===== config.mk =====
export PLATFORM = sky130hd
export DESIGN_NAME = uart_rx_byte
export DESIGN_NICKNAME = d
export VERILOG_FILES = /design/src/rtl/uart_pkg.sv /design/src/rtl/uart_baud_tick.sv /design/src/rtl/uart_rx_byte.sv
export SDC_FILE = /design/constraint.sdc
export NUM_CORES = 1
export LEC_CHECK = 0
export BUFFER_PORTS_ARGS = -buffer_cell sky130_fd_sc_hd__buf_2
export CAP_MARGIN = 20
export CORE_UTILIZATION = 40
export CTS_CLUSTER_DIAMETER = 200
export DETAILED_ROUTE_END_ITERATION = 10
export SLEW_MARGIN = 20
export SYNTH_ARGS = -nofsm -noshare
export SYNTH_HDL_FRONTEND = slang
export SYNTH_SLANG_ARGS = --single-unit

===== constraint.sdc =====
create_clock -name clk -period 2.9 [get_ports clk]
set_clock_uncertainty 0.2 [all_clocks]
set_input_delay 0.58 -clock clk [delete_from_list [all_inputs] [get_ports clk]]
set_output_delay 0.58 -clock clk [all_outputs]
set_load 0.05 [all_outputs]

===== src/rtl/uart_pkg.sv =====
// Shared constants and helpers for the UART receive path.
package uart_pkg;

  localparam int DATA_BITS = 8;

  localparam logic [2:0] ST_IDLE  = 3'd0;
  localparam logic [2:0] ST_START = 3'd1;
  localparam logic [2:0] ST_DATA  = 3'd2;
  localparam logic [2:0] ST_STOP  = 3'd3;
  localparam logic [2:0] ST_BREAK = 3'd4;

  // Rounded clocks-per-oversample-tick divisor.
  function automatic int calc_div(input int clk_hz, input int baud, input int oversample);
    int ticks_hz;
    ticks_hz = baud * oversample;
    return (clk_hz + ticks_hz / 2) / ticks_hz;
  endfunction

endpackage


===== src/rtl/uart_baud_tick.sv =====
// Clearable modulo-DIV counter producing a one-cycle oversample tick.
module uart_baud_tick #(
  parameter int DIV = 27
) (
  input  logic clk,
  input  logic rst,
  input  logic clr_i,
  output logic tick_o
);

  localparam int CW = (DIV > 1) ? $clog2(DIV) : 1;
  localparam logic [CW-1:0] CNT_LAST = CW'(DIV - 1);

  logic [CW-1:0] cnt_q, cnt_d;

  always_comb begin
    tick_o = !clr_i && (cnt_q == CNT_LAST);
    if (clr_i || tick_o) cnt_d = '0;
    else                 cnt_d = cnt_q + 1'b1;
  end

  // NOTE: sequential state is updated with non-blocking assignments only.
  always_ff @(posedge clk or posedge rst) begin
    if (rst) cnt_q <= '0;
    else     cnt_q <= cnt_d;
  end

endmodule


===== src/rtl/uart_rx_byte.sv =====
// 8N1 UART receiver: synchroniser, oversampling FSM and avail/ack byte holder.
module uart_rx_byte
  import uart_pkg::*;
#(
  parameter int CLK_HZ     = 50_000_000,
  parameter int BAUD       = 115200,
  parameter int OVERSAMPLE = 16
) (
  input  logic                 clk,
  input  logic                 rst,
  input  logic                 rxd,
  input  logic                 ack,
  output logic [DATA_BITS-1:0] data,
  output logic                 avail,
  output logic                 overrun,
  output logic                 frame_err,
  output logic                 busy
);

  localparam int DIV = calc_div(CLK_HZ, BAUD, OVERSAMPLE);
  localparam int OSW = $clog2(OVERSAMPLE);
  localparam logic [OSW-1:0] OS_HALF_LAST = OSW'(OVERSAMPLE / 2 - 1);
  localparam logic [OSW-1:0] OS_LAST      = OSW'(OVERSAMPLE - 1);
  localparam logic [2:0]     IDX_LAST     = 3'(DATA_BITS - 1);

  logic [1:0]           sync_q;
  logic                 rxs;
  logic                 tick;
  logic [2:0]           state_q, state_d;
  logic [OSW-1:0]       os_q, os_d;
  logic [2:0]           idx_q, idx_d;
  logic [DATA_BITS-1:0] shreg_q, shreg_d;
  logic [DATA_BITS-1:0] data_q, data_d;
  logic                 avail_q, avail_d;
  logic                 ovr_q, ovr_d;
  logic                 fe_q, fe_d;
  logic                 good_stop;

  assign rxs = sync_q[1];

  uart_baud_tick #(.DIV(DIV)) u_tick (
    .clk   (clk),
    .rst   (rst),
    .clr_i (state_q == ST_IDLE),
    .tick_o(tick)
  );

  // NOTE: every always_comb output gets a default first so no latch is inferred.
  always_comb begin
    state_d   = state_q;
    os_d      = os_q;
    idx_d     = idx_q;
    shreg_d   = shreg_q;
    fe_d      = 1'b0;
    good_stop = 1'b0;

    case (state_q)
      ST_IDLE: begin
        os_d = '0;
        if (!rxs) state_d = ST_START;
      end
      ST_START: if (tick) begin
        if (os_q == OS_HALF_LAST) begin
          os_d = '0;
          if (rxs) state_d = ST_IDLE;
          else begin
            state_d = ST_DATA;
            idx_d   = '0;
          end
        end else os_d = os_q + 1'b1;
      end
      ST_DATA: if (tick) begin
        if (os_q == OS_LAST) begin
          os_d    = '0;
          shreg_d = {rxs, shreg_q[DATA_BITS-1:1]};
          if (idx_q == IDX_LAST) state_d = ST_STOP;
          else                   idx_d   = idx_q + 1'b1;
        end else os_d = os_q + 1'b1;
      end
      ST_STOP: if (tick) begin
        if (os_q == OS_LAST) begin
          os_d = '0;
          if (rxs) begin
            good_stop = 1'b1;
            state_d   = ST_IDLE;
          end else begin
            fe_d    = 1'b1;
            state_d = ST_BREAK;
          end
        end else os_d = os_q + 1'b1;
      end
      ST_BREAK: if (rxs) state_d = ST_IDLE;
      default:  state_d = ST_IDLE;
    endcase
  end

  // A good stop outranks a simultaneous ack: the fresh byte stays available.
  always_comb begin
    data_d  = data_q;
    avail_d = avail_q;
    ovr_d   = ovr_q;
    if (good_stop) begin
      data_d  = shreg_q;
      avail_d = 1'b1;
      ovr_d   = (avail_q | ovr_q) & ~ack;
    end else if (ack && avail_q) begin
      avail_d = 1'b0;
      ovr_d   = 1'b0;
    end
  end

  always_ff @(posedge clk or posedge rst) begin
    if (rst) begin
      sync_q  <= 2'b11;
      state_q <= ST_IDLE;
      os_q    <= '0;
      idx_q   <= '0;
      shreg_q <= '0;
      data_q  <= '0;
      avail_q <= 1'b0;
      ovr_q   <= 1'b0;
      fe_q    <= 1'b0;
    end else begin
      sync_q  <= {sync_q[0], rxd};
      state_q <= state_d;
      os_q    <= os_d;
      idx_q   <= idx_d;
      shreg_q <= shreg_d;
      data_q  <= data_d;
      avail_q <= avail_d;
      ovr_q   <= ovr_d;
      fe_q    <= fe_d;
    end
  end

  assign data      = data_q;
  assign avail     = avail_q;
  assign overrun   = ovr_q;
  assign frame_err = fe_q;
  assign busy      = (state_q != ST_IDLE);

endmodule

# Word-level counts from Yosys, hierarchy flattened
# Index checks and enable logic that the tools add are counted.
[totals] ff_bits=36 inputBits=4 word_cells=86
[classes] add_sub_neg=3 eq_ne=20 mux=36 bitwise_logic=3 reduce_logical=14
[ops] cell="$mux W3" count=16
[ops] cell="$ne A2 B2 Y1 const B" count=11
[ops] cell="$mux W4" count=4
[ops] cell="$pmux W3 S5" count=1
[ops] cell="$pmux W4 S3" count=1
[ops] cell="$mux W1" count=11
[ops] cell="$reduce_and A9 Y1" count=1
[ops] cell="$reduce_and A7 Y1" count=1
[ops] cell="$eq A3 B2 Y1 const B" count=2
[ops] cell="$eq A3 B3 Y1 const B" count=2
[ops] cell="$pmux W3 S2" count=1
[ops] cell="$reduce_and A3 Y1" count=2
[ops] cell="$reduce_bool A3 Y1" count=2
[ops] cell="$add A5 B1 Y5 const B" count=1
[ops] cell="$eq A5 B5 Y1 const B" count=1
[ops] cell="$mux W5" count=1
[ops] cell="$add A4 B1 Y4 const B" count=1
[ops] cell="$eq A4 B3 Y1 const B" count=1
[ops] cell="$eq A4 B4 Y1 const B" count=1
[ops] cell="$reduce_bool A2 Y1" count=2
[ops] cell="$add A3 B1 Y3 const B" count=1
[ops] cell="$eq A3 B1 Y1 const B" count=1
[ops] cell="$logic_not A3 Y1" count=1
[ops] cell="$logic_and A1 B1 Y1" count=2
[ops] cell="8 further kinds" count=8

# Longest topological paths before layout
# Gate-level depths: netlist of run 1.
[logic_depth] ltp_word=6 depth_mapped=6 mapped_depth_nobuf=6

# By module
# Synthesis of run 1 repeated with hierarchy kept, for this count alone.
[unflattened] cells_unflattened=136 area_unflattened_um2=1676.6
[modules_own_cells] mod="uart_rx_byte" n_inst=1 cells_per_inst=112 area_per_inst_um2=1397.6 seq_area_each_um2=778.2
[modules_own_cells] mod="uart_baud_tick" n_inst=1 cells_per_inst=24 area_per_inst_um2=279.0 seq_area_each_um2=125.1

# Worst setup path before layout of run 1
# OpenSTA, ideal clock, no wires.
[synth_timing] kind="flip-flop to flip-flop" start="register u_tick.cnt_q[0]" end="register shreg_q[0]" setup_time_ns=0.125 arrival_ns=1.637 required_time_ns=2.575 slack_ns=0.939 stages_incl_launch_ff=6 n_path_buf=0 period_less_slack_ns=1.961 path_cell_list="dfrtp_1 -> inv_1 -> ha_1 -> nand4b_4 -> nor4_4 -> mux2_2"
[synth_between] elab_chain_cells=3
[synth_rtl] item="start, declared" line_no="uart_baud_tick.sv:14" text="logic [CW-1:0] cnt_q, cnt_d;"
[synth_rtl] item="start signal, assigned" line_no="uart_baud_tick.sv:25" text="else cnt_q <= cnt_d;"
[synth_rtl] item="$eq A5 B5 Y1" line_no="uart_baud_tick.sv:17" text="tick_o = !clr_i && (cnt_q == CNT_LAST);"
[synth_rtl] item="$logic_and A1 B1 Y1" line_no="uart_baud_tick.sv:17"
[synth_rtl] item="$reduce_and A3 Y1 (no source line)"
[synth_rtl] item="end signal, assigned" line_no="uart_rx_byte.sv:128" text="shreg_q <= shreg_d;"
[synth_rtl] item="end, declared" line_no="uart_rx_byte.sv:32" text="logic [DATA_BITS-1:0] shreg_q, shreg_d;"
# Every way passes these cells.
# A chain may end at the register's enable or synchronous reset.

# Worst setup path in the final report of run 1
[layout_timing] start="register state_q[2]" end="output busy"
[layout_between] elab_chain_cells=1
[layout_rtl] item="start, declared" line_no="uart_rx_byte.sv:29" text="logic [2:0] state_q, state_d;"
[layout_rtl] item="start signal, assigned" line_no="uart_rx_byte.sv:125" text="state_q <= state_d;"
[layout_rtl] item="$reduce_bool A3 Y1" line_no="uart_rx_byte.sv:140" text="assign busy = (state_q != ST_IDLE);"
[layout_rtl] item="end, declared" line_no="uart_rx_byte.sv:17" text="output logic busy"
# Every way passes these cells.

==> metrics.cfg, run 1 <==
[logic_synthesis]
synth-edff-count=0
synth.distinct_cells=40
avgSynthCellArea_um2=12.4
synth_warnings=0
synthFlopType=dfrtp_1
mappedNetlistNets=143
async_reset_ff_share_pct=100
yosysSeqAreaShare_pct=54.3
ys_seq_elements=36
post_synth_inst_count=134
synth.cell_area_mm2=0.00166

[floorplanning]
die_height_um=66.5
initial_utilization_pct=41.6
io_pins=16
placeableCoreArea_mm2=0.00400
die_area_mm2=0.00442
floorplan.rows=23
die_w_um=66.5

[finish]
diodes=0
finish.net_count=162
post_route_cells_drive_above_1_share_pct=31.2
finish.instance_area_mm2=0.00188
layout.cells.most_common=dfrtp_1
filler_cell_count=384
area_growth_pct=13.2
most-common-layout-cells=34 x dfrtp_1, 17 x mux2_2, 15 x buf_2
final_util_pct=47.0

[critical_path]
setup.worst_path.end_class=output pin
cp_num_buf_inv=2
slowest_delay_ps=610
critPathLaunchType=flip-flop
worst_setup_path_startpoint=state_q[2]
critical_path.max_fanout=11
crit_path_cell_trace=inv_1 > nand2_1 > buf_2
worst_r2r_startpoint=u_tick.cnt_q[0]
regToRegSetupSlack_ps=720
worst-endpoint-required_ps=2120
reg2reg_depth=5
worstSetupEndpoint=busy
worst-path-stages=3
cpLargestDelayFamily=flip-flops
critical-path-slowest-cell=dfrtp_1
arrival_ps=1490
worst-setup-path-type=flip-flop to output pin
worst_r2r_endpoint=shreg_q[7]

[global_route]
antenna_violations_before_repair=0
via_count_of_the_first_global_routing_pass=1030
track_usage_pct=15.0
grt_overflow_total=0
largest_net_degree_at_the_start_of_global_routing=37
wire_length_of_the_first_global_routing_pass_mm=4.81

[sta]
timing.slew.headroom_pct=59.8
timing_hold_violations_final=0
layout_worst_path_cycle_share_pct=78.2
finalWorstPathRequiredPeriod_ps=2270
rsz_0062_raised_after_global_routing=no
clock.fmax_ghz=0.441
setup_tns_ps=0
drv_slew=0
worst-slew-pin-transition_ps=599
setup_violations=0

[placed_design]
postPlaceCellArea_mm2=0.00179
hpwl_mm=1.97
finalWeightedCongestion=0.795
io_buffer_count=15

[flow_run]
drv_cap=0

[outcome]
run_status=finished clean

[drt]
remaining_drc_errors=0
dr.first_iter.drc_count=41
route.detailed.wl_per_inst_um=13.8
wirelength_mm=2.82
drt-pass1-iter-count=4
vias=1056
routed_via_count_divided_by_cell_count=5.18
antenna_left=0

[clock_tree]
htreeDepth=2
cts_sinks=36
post_cts_buffers=0
clkTransAtPathRegs_ps=70
clock_latency_ps=290
cts_tree=built
cts_repair_resizes=0
post_cts_hold_buffer_count=0
clock_tree.root_cell=clkbuf_8
longest_clk_path_bufs=2
cts_made_buffers=5

[power]
static-leakage-power_uw=0.000893
p_per_area_mw_per_mm2=473
power.ir.vdd_worst_v=0.000310

[min_path]
worst_hold_path_type=flip-flop to flip-flop

## area by class of cell
type,instances,area (um2),area share (%)
sequential,36,903,48.0
inverter,4,15.0,0.798
clock buffer,7,86.3,4.59
timing repair buffer,16,82.6,4.39
clock inverter,1,7.51,0.399
tap,50,62.6,3.32
multi-input combinational,90,724,38.5
## metal layers
layer / share of wire, % / GRT usage, % / vias to the layer above
met5: 0 / 0 / -
met4: 2.2 / 7.98 / 0
met3: 3.4 / 4.62 / 7
met2: 46 / 21.4 / 12
met1: 49 / 20.1 / 520
li1: - / - / 517
## registers in the layout (all words and copies together) (netlist names), 2 cells and up
register,cells
data,8
shreg_q,8
u_tick.cnt_q,5
os_q,4
idx_q,3
state_q,3
sync_q,2
## metrics by stage
step / hold WS (ps) / setup WS, ps / cells / power [uW]
after CTS: 159 / 633 / 204 / 905
after detailed placement: 149 / 701 / 196 / 531
after global routing: 160 / 542 / 204 / 924
final: 157 / 632 / 204 / 889
after global placement: 145 / 804 / 196 / 530
after floorplan: 145 / 939 / 134 / 524
## power breakdown
group / total (uW) / internal (uW) / switching, uW
Clock: 369 / 193 / 176
Sequential: 506 / 505 / 1.79
Combinational: 14.1 / 3.16 / 11.0
## kinds of logic (layout without fill, tap and decap cells)
kind of cell,count (synthesis),in the layout,share of synthesized area (%)
mux,17,17,11.5
xor+xnor,4,4,2.11
simple gates,42,42,16.9
flops,36,36,54.3
fa+ha+maj,5,5,3.76
compound gates,22,22,9.26
buf+inv,8,28,2.11
## worst min path at each step
stage | end | slack, ps | start | cells after the start
after floorplan | sync_q[1] | 150 | sync_q[0] | 0
after global placement | sync_q[1] | 150 | sync_q[0] | 0
after detailed placement | sync_q[1] | 150 | sync_q[0] | 0
after CTS | sync_q[1] | 160 | sync_q[0] | 0
after global routing | sync_q[1] | 160 | sync_q[0] | 0
final | sync_q[1] | 160 | sync_q[0] | 0
## synth_stat cells, types with 2 or more instances
library cell  instances  share of area [%]
dfrtp_1              34                 51
a31oi_1               2               0.75
o21ai_0               5                1.5
nor4_4                2                2.6
nor2b_1               2               0.75
nor4_1                2               0.75
a22o_1                3                1.6
mux2_2               17                 12
xnor2_1               2                1.1
a21oi_1               4                1.2
ha_1                  5                3.8
xor2_1                2                1.1
inv_1                 4               0.90
buf_2                 3               0.90
nand2_1               8                1.8
nor3_1                2               0.60
o31ai_1               2               0.90
dfstp_2               2                3.2
nor2_1                9                2.0
nand3_1               4                1.2
(Power assumes the default switching activity.)
==> run 2, diff against run 1 <==
==> constraint.sdc (replaced) <==
create_clock -name clk -period 1.9 [get_ports clk]
set_clock_uncertainty 0.2 [all_clocks]
set_input_delay 0.38 -clock clk [delete_from_list [all_inputs] [get_ports clk]]
set_output_delay 0.38 -clock clk [all_outputs]
set_load 0.05 [all_outputs]
==> run 2 against run 1 <==
Clock power rose by 54%. Global-route usage increased by 2.7 points. The flow now finishes with violations (negative hold slack, negative setup slack). Flip-flop and latch count unchanged. Utilization grew 6.6 points. Critical path depth rose by 4. Highest routed layer unchanged. Sequential share of layout area shrank 5.7 points. Largest power group unchanged. Worst setup slack lost 660 ps. First-iteration DRC count increased by 41%. Cell count is 11% higher.
==> metrics.cfg, run 2 (synthesized netlist as in run 1, its figures left out) <==
[outcome]
run_status=finished, violations left
failed_checks=negative hold slack, negative setup slack

[floorplanning]
die_w_um=66.5  ; unchanged
initial_utilization_pct=41.6  ; unchanged
die_height_um=66.5  ; unchanged
placeableCoreArea_mm2=0.00400  ; unchanged
floorplan.rows=23  ; unchanged
io_pins=16  ; unchanged
die_area_mm2=0.00442  ; unchanged

[sta]
drv_slew=0  ; unchanged
worst_hold_slack_ps=-18.2  ; -175 ps
layout_worst_path_cycle_share_pct=102
setup_tns_ps=-211  ; -211 ps
clock.fmax_ghz=0.518
timing.slew.headroom_pct=69.6  ; +9.8 points
setup_violations=15  ; +15
finalWorstPathRequiredPeriod_ps=1930
timing_hold_violations_final=31  ; +31
finalWorstSetupSlack_ps=-31.2  ; -663 ps
worst-slew-pin-transition_ps=456  ; -142 ps
rsz_0062_raised_after_global_routing=yes

[power]
p_per_area_mw_per_mm2=638  ; +35%
power.ir.vdd_worst_v=0.000670  ; +120%
p_sw_share_pct=22.1  ; +0.91 points
share_comb_of_total_power_pct=1.7  ; about the same
static-leakage-power_uw=0.00102  ; +14%
power.sequential.fraction_pct=56.6  ; -0.3 points
power_report.internal_total_uw=1070  ; +52%
pwr-share-clk_pct=41.7  ; +0.2 points
p_sw_uw=303  ; +60%

[global_route]
grt.met3_usage_pct=3.60  ; -1.0 points
grt_busiest_layer=met2
antenna_violations_before_repair=0  ; unchanged
met1_track_utilization_from_global_routing_pct=22.4  ; +2.3 points
via_count_of_the_first_global_routing_pass=1257  ; +22%
global_route.usage.met2_pct=29.0  ; +7.5 points
grt_overflow_total=0  ; unchanged
track_usage_pct=17.7  ; +2.7 points
largest_net_degree_at_the_start_of_global_routing=37  ; unchanged
wire_length_of_the_first_global_routing_pass_mm=5.72  ; +19%

[clock_tree]
clock_latency_ps=290  ; about the same
htreeDepth=2  ; unchanged
cts_made_buffers=5  ; unchanged
longest_clk_path_bufs=2  ; unchanged
clock_tree.root_cell=clkbuf_8
cts_tree=built
clkTransAtPathRegs_ps=80  ; about the same
cts_sinks=36  ; unchanged

[finish]
finish.instance_area_mm2=0.00214  ; +14%
most-common-layout-cells=31 x dfrtp_1, 19 x buf_4, 14 x buf_2
filler_cell_count=344  ; -10%
layout.cells.most_common=dfrtp_1
finish.net_count=184  ; +14%
post_route_cells_drive_above_1_share_pct=44.9  ; +14 points
diodes=0  ; unchanged
area_growth_pct=29.0
multi_input_comb_area_um2=815  ; +12%
register_area_um2=907  ; +0.42%

[drt]
route.detailed.wl_per_inst_um=15.2  ; +9.6%
remaining_drc_errors=0  ; unchanged
vias=1176  ; +11%
routed_via_count_divided_by_cell_count=5.20  ; +0.52%
wirelength_mm=3.42  ; +21%
dr.first_iter.drc_count=58  ; +41%
drt-pass1-iter-count=4  ; unchanged
antenna_left=0  ; unchanged

[placed_design]
postPlaceCellArea_mm2=0.00192  ; +7.1%
io_buffer_count=15  ; unchanged
finalWeightedCongestion=0.776  ; -2.4%
hpwl_mm=2.26  ; +15%

[critical_path]
setup.worst_path.end_class=flip-flop
critPathLaunchType=flip-flop
critical_path.max_fanout=5  ; -6
arrival_ps=1900  ; +410 ps
worst-endpoint-required_ps=1870  ; -250 ps
worst-setup-path-type=flip-flop to flip-flop

[min_path]
worst_hold_path_type=input pin to async pin

[flow_run]
drv_cap=0  ; unchanged

-- run 2: what timing repair did --
action,4_1_cts,5_1_grt
cloned,1,1
buffers inserted,2,0
setup endpoints to repair,20,25
endpoints found under the hold margin,1,0
hold buffers,1,0
gates resized for setup,9,17
pin swaps,3,4
-- run 2: final cells by class --
cell class	instances	share of cell area (%)
timing repair buffer	37	11.8
clock inverter	2	0.467
inverter	4	0.700
sequential	36	42.3
tap	50	2.92
multi-input combinational	91	38.0
clock buffer	6	3.85
-- run 2: metal layers --
layer  vias up  part of all wire (%)
li1        565                     -
met1       590                    46
met3         5                   2.5
met5         -                     0
met4         0                   1.6
met2        16                    50
-- run 2: final timing paths --
path / startpoint / to / slack (ps) / cells past startpoint
max: u_tick.cnt_q[0] / data[6] / -30 / 7
min: rst / shreg_q[7] / -20 / 3
max reg2reg: u_tick.cnt_q[0] / data[6] / -30 / 7
min reg2reg: sync_q[0] / sync_q[1] / 160 / 0
max in group asynchronous: rst / sync_q[1] / 1160 / 3
min in group clk: ack / overrun / 80 / 2
-- run 2: metrics by stage --
step / std cells / hold WS [ps] / total power, uW / utilization, % / setup WS (ps)
2_1_floorplan: 134 / 145 / 799 / - / -61.3
3_3_place_gp: 213 / 147 / 809 / 47.9 / -47.6
3_5_place_dp: 213 / 151 / 810 / 47.9 / -128
4_1_cts: 225 / 4.48 / 1380 / 52.0 / -62.1
5_1_grt: 226 / 26.8 / 1400 / 53.6 / -150
6_report: 226 / -18.2 / 1370 / 53.6 / -31.2
-- run 2: power by group through the flow --
| stage | combinational, uW | sequential (uW) | clock [uW] |
|---|---|---|---|
| after detailed placement | 23.6 | 787 | 0 |
| after global placement | 22.3 | 787 | 0 |
| after global routing | 27.9 | 774 | 599 |
| after CTS | 25.1 | 773 | 580 |
| final | 23.7 | 774 | 570 |
| after floorplan | 13.4 | 786 | 0 |
-- run 2: critical path, stage by stage (launching register included) --
cell and delay [ps]:
dfrtp_1 380, inv_1 60, ha_2 200, nand4b_4 150, nor4_4 290, buf_6 170
nand2_8 70, mux2_2 280
